<file path="src/rtl/cascade_timer_counter.sv">
// Cascaded per-digit-modulus up/down timer counter with IDLE/RUN/DONE run control.
// Optional AUTO_RELOAD_EN: reload the last loaded preset on reaching zero for a periodic timer.
module cascade_timer_counter #(
    parameter int                NDIG   = 4,
    parameter logic [4*NDIG-1:0] MAXVEC = 16'h5959
) (
    input  logic                clk,
    input  logic                reset,
    input  logic                load,
    input  logic [4*NDIG-1:0]   din,
    input  logic                start,
    input  logic                stop,
    input  logic                tick,
    input  logic                up,
    output logic [4*NDIG-1:0]   q,
    output logic                zero,
    output logic                running,
    output logic                done,
    output logic                wrap
);

    localparam int W = 4 * NDIG;

    typedef enum logic [1:0] {
        IDLE = 2'd0,
        RUN  = 2'd1,
        DONE = 2'd2
    } state_t;

    state_t         state;
    state_t         state_next;
    logic [W-1:0]   q_next;
    logic [W-1:0]   q_down;
    logic [W-1:0]   q_up;
    logic [W-1:0]   din_clamped;
    logic           carry_out;
    logic           done_next;
    logic           wrap_next;

    // Saturate every digit of a preset to its own maximum.
    function automatic logic [W-1:0] clamp_digits(input logic [W-1:0] v);
        logic [W-1:0] res;
        logic [3:0]   dig;
        logic [3:0]   mx;
        res = '0;
        for (int i = 0; i < NDIG; i++) begin
            dig = v[4*i +: 4];
            mx  = MAXVEC[4*i +: 4];
            res[4*i +: 4] = (dig > mx) ? mx : dig;
        end
        return res;
    endfunction

    // Ripple a borrow from digit 0 upward; a digit at 0 reloads its own max.
    function automatic logic [W-1:0] step_down(input logic [W-1:0] v);
        logic [W-1:0] res;
        logic [3:0]   dig;
        logic         borrow;
        res    = v;
        borrow = 1'b1;
        for (int i = 0; i < NDIG; i++) begin
            dig = v[4*i +: 4];
            if (borrow) begin
                if (dig == 4'd0) begin
                    dig = MAXVEC[4*i +: 4];
                end else begin
                    dig    = dig - 4'd1;
                    borrow = 1'b0;
                end
            end
            res[4*i +: 4] = dig;
        end
        return res;
    endfunction

    // Ripple a carry upward; the top bit of the result is the carry out of the last digit.
    function automatic logic [W:0] step_up(input logic [W-1:0] v);
        logic [W-1:0] res;
        logic [3:0]   dig;
        logic         carry;
        res   = v;
        carry = 1'b1;
        for (int i = 0; i < NDIG; i++) begin
            dig = v[4*i +: 4];
            if (carry) begin
                if (dig >= MAXVEC[4*i +: 4]) begin
                    dig = 4'd0;
                end else begin
                    dig   = dig + 4'd1;
                    carry = 1'b0;
                end
            end
            res[4*i +: 4] = dig;
        end
        return {carry, res};
    endfunction

    assign din_clamped        = clamp_digits(din);
    assign q_down             = step_down(q);
    assign {carry_out, q_up}  = step_up(q);

`ifdef AUTO_RELOAD_EN
    logic [W-1:0] shadow;

    always_ff @(posedge clk or posedge reset) begin
        if (reset) begin
            shadow <= '0;
        end else if (load) begin
            shadow <= din_clamped;
        end
    end
`endif

    always_ff @(posedge clk or posedge reset) begin
        if (reset) begin
            state <= IDLE;
            q     <= '0;
            done  <= 1'b0;
            wrap  <= 1'b0;
        end else begin
            state <= state_next;
            q     <= q_next;
            done  <= done_next;
            wrap  <= wrap_next;
        end
    end

    // Priority: load > stop > start > tick.
    always_comb begin
        state_next = state;
        q_next     = q;
        done_next  = 1'b0;
        wrap_next  = 1'b0;
        if (load) begin
            q_next     = din_clamped;
            state_next = IDLE;
        end else begin
            case (state)
                IDLE: begin
                    if (start && !(!up && q == '0)) begin
                        state_next = RUN;
                    end
                end
                RUN: begin
                    if (stop) begin
                        state_next = IDLE;
                    end else if (tick) begin
                        if (up) begin
                            q_next    = q_up;
                            wrap_next = carry_out;
                        end else begin
                            q_next = q_down;
                            if (q_down == '0) begin
                                done_next = 1'b1;
`ifdef AUTO_RELOAD_EN
                                if (shadow != '0) begin
                                    q_next = shadow;
                                end else begin
                                    state_next = DONE;
                                end
`else
                                state_next = DONE;
`endif
                            end
                        end
                    end
                end
                DONE: begin
                    state_next = DONE;
                end
                default: begin
                    state_next = IDLE;
                end
            endcase
        end
    end

    assign zero    = (q == '0);
    assign running = (state == RUN);

endmodule

</file>
<file path="config.mk">
export PLATFORM = sky130hd
export DESIGN_NAME = cascade_timer_counter
export DESIGN_NICKNAME = d
export VERILOG_FILES = /design/src/rtl/cascade_timer_counter.sv
export SDC_FILE = /design/constraint.sdc
export NUM_CORES = 1
export LEC_CHECK = 0
export ABC_CLOCK_PERIOD_IN_PS = 3120
export CAP_MARGIN = 15
export CORE_MARGIN = 2
export CORE_UTILIZATION = 37
export DETAILED_ROUTE_END_ITERATION = 12
export HOLD_SLACK_MARGIN = 0.08
export PLACE_DENSITY = 0.7
export SLEW_MARGIN = 20
export SYNTH_ARGS = -nofsm -noshare
export SYNTH_HDL_FRONTEND = slang
export SYNTH_SLANG_ARGS = --single-unit
</file>
<file path="constraint.sdc">
create_clock -name clk -period 3.12 [get_ports clk]
set_input_delay 0.468 -clock clk [delete_from_list [all_inputs] [get_ports clk]]
set_output_delay 0.468 -clock clk [all_outputs]
set_load 0.01 [all_outputs]
</file>
== Word-level counts from Yosys, hierarchy flattened ==
Index checks and enable logic that the tools add are counted.
Word-level totals
  flip-flop bits (word level): 20
  input bits: 23
  output and inout bits: 20
Cells by class
  add/sub/neg operators: 8
  magnitude comparators: 8
  equal/unequal tests: 10
  muxes and demuxes: 53
  reduce and logical (&&, ||, !) cells: 18
Operators by type and width (number)
  $mux 16: 5
  $mux 4: 18
  $logic_not 16->1: 2
  $mux 1: 23
  $add 4x1->4 const B: 4
  $logic_not 4->1: 4
  $reduce_and 4->1: 4
  $sub 4x1->4 const B: 4
  $mux 2: 6
  $ne 3x2->1 const B: 3
  $ge 4x3->1 const B: 2
  $ge 4x4->1 const B: 2
  $gt 4x3->1 const B: 2
  $gt 4x4->1 const B: 2
  $ne 4x4->1 const B: 2
  $pmux 2 s3: 1
  $ne 4x3->1 const B: 1
  $reduce_bool 2->1: 2
  $ne 3x3->1 const B: 1
  $reduce_and 3->1: 1
  $eq 2x1->1 const B: 1
  $eq 2x2->1 const B: 1
  $logic_and 1x1->1: 2
  $logic_not 1->1: 2
  2 further kinds: 2

== Logic depth before layout (Yosys ltp) ==
Gate-level depths: netlist of the first run.
  depth in word-level cells: 12
  gate-level depth with buffers: 9
  mapped depth without buffers: 8

== Least setup slack after synthesis of the first run ==
OpenSTA, ideal clock, no wires.
  path kind: register -> register
  start: register q[0]
  end: register state[0]
  arrival time: 2.415 ns
  path slack: 0.585 ns
  stages on the path, launching flop included: 10
  path through: dfrtp_1 -> inv_1 -> ha_1 -> or3b_1 -> buf_2 -> or4_4 -> nand2_1 -> nand3_1 -> a2111o_1 -> a31o_1
On the way
  cells in the longest elaborated chain, start to end: 8
  elaborated cells between the ends (all ways): 17
  those cells by class: add/sub: 1; eq/ne: 2; mux: 7; reduce/logical: 7
RTL lines
  start: declaration: line 15  | output logic [4*NDIG-1:0] q,
  start signal: assignment: line 122  | q <= q_next;
  $logic_not 4->1: line 64  | if (dig == 4'd0) begin
  $mux 1: line 64
  $mux 1 (2 in a row): line 63  | if (borrow) begin
  $mux 4: line 63
  $logic_not 16->1: line 153  | if (q_down == '0) begin
  $ne 4x3->1 (no line)
  $reduce_and 4->1 (no line) (*)
  end signal: assignment: line 121  | state <= state_next;
  end: declaration: line 30  | state_t state;
Every way passes the cells marked *; elsewhere a longest branch is shown, timed or not.
A chain may end at the register's enable or synchronous reset.

== Final worst setup path of the first run ==
  start: register q[5]
  end: output zero
On the way
  cells in the longest elaborated chain, start to end: 1
RTL lines
  $logic_not 16->1: line 178  | assign zero = (q == '0);
  end: declaration: line 16  | output logic zero,
Every way passes these cells.

==> results summary, run 1 <==
The final-report hold violation count is 0. The largest net degree at the start of global routing is 21. The finished cells cover between 2000 and 2500 sq um. The setup path with the least slack is of type flip-flop to output port. The horizontal die dimension came out at ~75 um. The share of the yosys chip area belonging to registers is 0.2670. The number of setup buffers added after CTS is 0. Of all flip-flops after synthesis, the portion carrying an async set or reset was 1.000. The number of cell rows came out at 25.

The number of global-route vias before repair is 1856. By area the synthesized netlist is led by dfrtp_1 (27%), ha_1 (8.0%), o21ai_0 (6.1%). The synthesized design contains 20 register bits. The maximum vdd ir drop is ~0.00026 V. The commonest cells after synthesis are nor2_1 (23), o21ai_0 (23), a21oi_1 (22), dfrtp_1 (20), nand2_1 (18). The post-detailed-route DRC marker count is 0. The cell count after synthesis came out at between 200 and 250. The clock sink count is 20. The average wire per cell in the routed design came out at between 15 and 20 um. The endpoint of the worst hold-timing path is state[1]. Summed over all instances, the cell type with the most area after synthesis is dfrtp_1. The startpoint type of the worst setup path is a flip-flop. The sum of overflow across all layers after global routing is 0. The total iterations of the first detailed-routing run came out at 4.

A synthesized cell averages ~7.7 sq um. The design draws 0.9993 mW. The data required time of the critical path came out at 2650 ps.

Data on the critical path arrives at its endpoint at approximately 2500 ps. The number of placed I/O pins came out at 43. The total buffers and inverters traversed by the critical path came out at 2.

The final-layout worst hold slack came out at about 550 ps. The total wirelength of the detailed-routed design is 5380 um. The number of nets in the final layout came out at about 320. The cell type of the slowest stage on the worst timing path is clkdlybuf4s50_1. In this run the vertical extent of the chip is between 70 and 80 um.

The clock skew after layout is 12.13 ps. The number of enable-type register cells in the synthesized netlist is 0. Traced cell by cell, the critical path runs through inv_1 > ha_1 > nor3b_2 > and3_2 > and2_1 > clkdlybuf4s50_1. The wire length of the first global-routing pass came out at 9142 um. The run finished with clean final reports. The final critical delay including setup and external delays came out at roughly 2900 ps. The final estimated routing congestion in global placement is 0.9638. The cell area power density came out at 406.7 nW/um^2. Counting along the longest clock path gives a buffer depth of 2. Counting instances, the worst hold path has a depth of 2. The antenna diode instance count is 0. The tree is rooted in a clkbuf_8. At the pin with the least slew margin, the transition time is 837.4 ps. The number of antenna violations at the first check in global routing was 0. The maximum level of the CTS H-tree is 1.

The CTS clock-pin slew for the worst setup and hold paths is roughly 90 ps. The max-cap violation count is 0. TritonCTS built the clock tree. After synthesis, the netlist uses 52 different library cells. The initial standard-cell utilization of the core came out at 0.3891.

The detailed placement HPWL came out at 3964 um. The top cell family by delay on the critical path is simple AND/OR/NAND/NOR gates. The fraction of final layout cells sized beyond drive strength 1 is 0.09091. Of all nets on the critical path, the largest fanout is 7. The remaining number of nets flagged by the antenna check after routing came out at 0. The startpoint identified for the worst register-to-register timing path is q[0]. The core region is a little under 5000 sq um. The maximum cell stage delay along the critical path is 550 ps. Across all layers, the routed design uses between 1.5k and 2k vias. The peak clock frequency supported by timing came out at 339.5 MHz.

The clock buffer count from CTS came out at 3. The worst hold path belongs to the class flip-flop to flip-flop. Using the TritonRoute via totals, the vias-per-cell ratio works out to 5.572.

The number of port buffers came out at between 40 and 50. The number of cells on the worst reg-to-reg path is 8. Among all flip-flop cells after synthesis, the most frequent one is dfrtp_1. The worst register-to-register path has a setup slack of 390 ps. The net count after synthesis came out at 278. Setup repair after global routing left no endpoint under its margin. The violation count after the first detailed-routing iteration came out at between 150 and 200. The post-placement cell area is 2391 sq um.

Yosys printed 0 warnings. The endpoint class of the critical path is an output port. The number of pins with negative max-slew slack in the final report is 0. The worst register-to-register path ends at state[0]. The number of endpoints failing setup at the final stage came out at 0. Of the post-synthesis cell area, the dominant cell type holds 0.2670. The area of the mapped netlist came out at around 1900 sq um.

Headroom to the max-slew limit came out at 0.4411. The die area is around 5700 sq um. The startpoint of the lowest-slack hold path is state[1]. The latest clock arrival within the worst-skew pair came out at 270 ps. Of the available clock period, the critical path in the final layout requires 0.9440. The utilization after layout came out at 0.5101. The analysis attributes to cell leakage a power of 0.9869 nW.

The growth of design area from synthesis to finish is 31.11%. The summed negative setup slack over all endpoints is 0 ps. The count of fill cells added during filler insertion came out at between 400 and 500. The total global-route track usage is 0.2102.
## layout make-up
cell class | count | area (sq um) | area share
well taps | 67 | 83.83 | 0.03411
flip-flops and latches | 20 | 500.5 | 0.2037
multi-input cells | 194 | 1262 | 0.5137
inverters | 16 | 60.06 | 0.02444
repair buffers | 52 | 495.5 | 0.2016
clock buffers | 4 | 55.05 | 0.02240
## power by group
part	total, mW	leakage [nW]	switching (mW)	internal, mW
registers	0.353	0.252	0.0639	0.289
clock network	0.214	0.0288	0.101	0.113
logic	0.433	0.706	0.218	0.214
total	0.999	0.987	0.383	0.616
## worst max path at each step
stage,depth (start not counted),start,end
global route,6,q[5],zero
finish,6,q[5],zero
global placement,6,q[5],zero
CTS,6,q[5],zero
detailed placement,6,q[5],zero
floorplan,9,q[0],state[0]
## routing by layer
metal,vias up,GRT usage,share of wire
li1,980,-,-
met5,-,0,0
met4,0,0.06238,0.011
met3,7,0.03882,0.070
met1,898,0.2952,0.46
met2,82,0.3304,0.46
## cell families after synthesis
logic type | synth area share
xor+xnor | 0.01402
flops | 0.2670
compound gates | 0.2797
mux | 0.03538
simple gates | 0.2583
fa+ha+maj | 0.08010
buf+inv | 0.06542
## metrics by stage
| stage | setup WS, ps | instances |
|---|---|---|
| global placement | 377.1 | 349 |
| CTS | 125.9 | 353 |
| detailed placement | 283.4 | 349 |
| finish | 174.6 | 353 |
| global route | 49.23 | 353 |
| floorplan | 585.4 | 243 |
## what timing repair did
item | in CTS | in global routing
hold buffers | 0 | 0
setup endpoints to repair | 1 | 1
pin swaps | 0 | 0
resized for setup | 1 | 2
## worst register-to-register path, stage by stage (launching register included)
cell and delay (ps):
dfrtp_1 490, inv_1 120, ha_1 240, or3b_1 520
or4_4 490, nand2_1 90, nand3_1 70, a2111o_1 390
a31o_1 230
## cells in the final DEF, fill, tap and decap left out, drive strengths merged, types with 2 or more instances in the layout
master         Yosys  routed
clkdlybuf4s50      0      42
o21ai             24      24
nor2              23      23
a21oi             22      22
dfrtp             20      20
nand2             18      18
inv               16      16
ha                12      12
buf                4      10
nand3              7       7
nand2b             7       7
nor3b              7       7
o22ai              6       6
mux2               5       5
o31ai              5       5
nor4               4       4
nor3               4       4
clkbuf             9       4
a311oi             3       3
a211o              3       3
nand4              3       3
and2               3       3
xnor2              3       3
or3b               3       3
a211oi             3       3
o211ai             2       2
a31oi              2       2
nand3b             2       2
nor2b              2       2
a22oi              2       2
a32oi              2       2
and3               2       2
## state kept, by name (all words and copies together), names as in the netlist
signal / cells
q: 16
wrap: 1
done: 1
state: 2
Note: power is estimated with default switching activity, not from simulation.
==> run 2, diff against run 1 <==
--- a/config.mk
+++ b/config.mk
@@ -8,10 +8,10 @@
 export ABC_CLOCK_PERIOD_IN_PS = 3120
 export CAP_MARGIN = 15
 export CORE_MARGIN = 2
-export CORE_UTILIZATION = 37
+export CORE_UTILIZATION = 51
 export DETAILED_ROUTE_END_ITERATION = 12
 export HOLD_SLACK_MARGIN = 0.08
-export PLACE_DENSITY = 0.7
+export PLACE_DENSITY = 0.89
 export SLEW_MARGIN = 20
 export SYNTH_ARGS = -nofsm -noshare
 export SYNTH_HDL_FRONTEND = slang
==> run 2 against run 1 <==
Compared with the run above:
- worst setup slack worse by 61 ps
- sequential power is 1% higher
- first-iteration DRC count is 18% higher
- register-to-register slack hardly changed
- critical path depth stayed put
- largest cell class unchanged
- largest power group unchanged
- wire length is 4.1% lower
- non-clock buffer count is 4 lower
- core utilization is 16 points higher
==> results summary, run 2 (same netlist as run 1, synthesis figures left out) <==
The largest net degree at the start of global routing came out at 21. TritonCTS built the clock tree. The final standard cell area without fillers came out at around 2400 sq um. The max-cap violation count is 0. From left edge to right edge, the die measures between 60 and 70 um. The sum of overflow across all layers after global routing is 0. The number of cell rows is 22. The power consumption came out at between 0.9 and 1 mW. The clock skew after layout came out at slightly above 10 ps. Traced cell by cell, the critical path runs through inv_1 > ha_1 > nor3b_1 > and3_2 > and2_1 > clkdlybuf4s50_1. Buffers placed on the I/O ports in this run total 42. The detailed placement HPWL is 3752 um. Of all nets on the critical path, the largest fanout is 10. Counting along the longest clock path gives a buffer depth of 2. The initial standard-cell utilization of the core came out at 0.5198. The total global-route track usage is 0.2542. The die area came out at about 4200 sq um. The number of antenna violations at the first check in global routing is 0. The data arrival at the endpoint of the critical path came out at between 2000 and 3000 ps. The number of pins with negative max-slew slack in the final report came out at 0. The cell area power density is a little over 400 nW/um^2. The clock sink count came out at 20. Measured against its own limit, the worst slew margin works out to 0.4572. The number of global-route vias before repair is approximately 1.9k. The fraction of the cycle the final worst path needs came out at 0.9635. The least setup slack across all paths after layout is approximately 110 ps. The average wire per cell in the routed design came out at roughly 16 um. For the final routed database, the setup TNS stands at 0 ps. Among all stages on the critical path, the largest delay is contributed by clkdlybuf4s50_1.

Summed over all cells, the static leakage comes to ~0.97 nW. The critical path is of the flip-flop to output port type. The worst setup path is captured at an output port.

The core area is ~3600 sq um. At the end of routability-driven placement, the weighted congestion stood at 0.8728. The post-placement cell area came out at approximately 2300 sq um. The total via count after detailed routing is slightly above 2k. In this design, the stage delay of the slowest critical-path cell is 550 ps. In the final layout, the share of cells above drive strength 1 is 0.07447. The wire length of the first global-routing pass is around 8500 um. The tree is rooted in a clkbuf_8. The maximum vdd ir drop is between 0.0003 and 0.0004 V. Leaving out fill and tap cells, the most frequent cells in the layout are clkdlybuf4s50_1 (42), nor2_1 (23), o21ai_0 (23), a21oi_1 (22), dfrtp_1 (20). The routed design has between 5000 and 6000 um of wire. For this run, the detailed router's first-pass iteration total came to 5. The repair_antennas step left the layout with diodes totalling 0.

43 I/O pins were placed. The flip-flop count of the largest register after layout came out at 16. Setup repair after global routing left no endpoint under its margin. After detailed routing, the number of vias per cell comes to just over 6. The number of nets in the final layout came out at between 300 and 400. The final critical delay including setup and external delays is between 3000 and 4000 ps. The clock buffer count from CTS is 3.

Including well taps, the total number of placed cells is between 300 and 400. The count of nets left with antenna violations once routing finished came out at 0. The largest registers in the layout are q: 16 flops, state: 2 flops. Counting flops per register, the top entry is q.

The tightest min-delay check is of the flip-flop to flip-flop type. The maximum level of the CTS H-tree is 1. The area growth from synthesis to layout is 27.97%.

In the routed design, unresolved DRC markers number 0. The startpoint type of the worst setup path is a flip-flop. The final-report hold violation count came out at 0. The CTS clock-pin slew for the worst setup and hold paths is about 80 ps.

The most common cell after layout, fill and taps aside is clkdlybuf4s50_1. The peak clock frequency supported by timing came out at around 330 MHz. The final-layout worst hold slack came out at approximately 550 ps. The latest clock arrival within the worst-skew pair came out at approximately 270 ps. The run finished with clean final reports. The floorplan step set the die height to roughly 65 um. Measured on the finished design, the core utilization comes to 0.6652.

The pin slew with the least headroom to its limit came out at between 800 and 900 ps. The post-CTS setup-driven buffer insertion count came out at 0. Setup violations remaining at the end of the flow were counted as 0. The post-place setup slack came out at around 360 ps.

The count of placed standard cells in the final layout, fillers left out came out at 330. The data required time of the critical path is about 2700 ps. The violation count after the first detailed-routing iteration is approximately 210.
==> run 2: cell types whose count changed in the layout (fill, tap and decap cells not counted) <==
cell and change:
buf_4 -4, nor3b_2 -1, nor3b_1 +1
==> run 2: timing repair <==
action,CTS,global route
resized for setup,0,2
setup endpoints to repair,0,1
hold buffers,0,0
==> run 2: area by class of cell <==
cell class,count,area (sq um)
multi-input combinational,194,1257
clock buffer,4,55.05
inverter,16,60.06
fill,309,1207
sequential,20,500.5
timing repair buffer,48,465.4
tap,48,60.06
==> run 2: worst paths after layout <==
kind / depth (start not counted) / slack [ps] / endpoint / from
max: 6 / 110 / zero / q[8]
min reg2reg: 2 / 550 / state[1] / state[1]
max reg2reg: 8 / 400 / state[0] / q[0]
min: 2 / 550 / state[1] / state[1]
max in group asynchronous: 2 / 1950 / q[14] / reset
min in group asynchronous: 2 / 660 / q[8] / reset
==> run 2: report_power, final <==
part | total, mW | switching [mW] | internal, mW
combinational | 0.415 | 0.212 | 0.204
clock | 0.205 | 0.0925 | 0.113
sequential | 0.357 | 0.0677 | 0.289
total | 0.977 | 0.372 | 0.605
==> run 2: worst max-delay path: cells and delay by family, from the launching register on <==
family,cells,cell delay [ps]
buffers and inverters,2,680
adder cells (fa/ha/maj),1,280
AND/OR/NAND/NOR,3,820
flip-flops,1,500
==> run 2: layer usage <==
| layer | up-vias | routed length (um) | global-route usage |
|---|---|---|---|
| met1 | 931 | 2137 | 0.3497 |
| met4 | 0 | 79 | 0.07713 |
| met3 | 10 | 510 | 0.03819 |
| met2 | 136 | 2431 | 0.4128 |
| met5 | - | 0 | 0 |
| li1 | 972 | - | - |
==> run 3, diff against run 2 <==
--- a/config.mk
+++ b/config.mk
@@ -12,6 +12,7 @@
 export DETAILED_ROUTE_END_ITERATION = 12
 export HOLD_SLACK_MARGIN = 0.08
 export PLACE_DENSITY = 0.89
+export SKIP_LAST_GASP = 1
 export SLEW_MARGIN = 20
 export SYNTH_ARGS = -nofsm -noshare
 export SYNTH_HDL_FRONTEND = slang
==> results of run 3 <==
The final DEF is identical to that of run 2; final timing and power are the same.
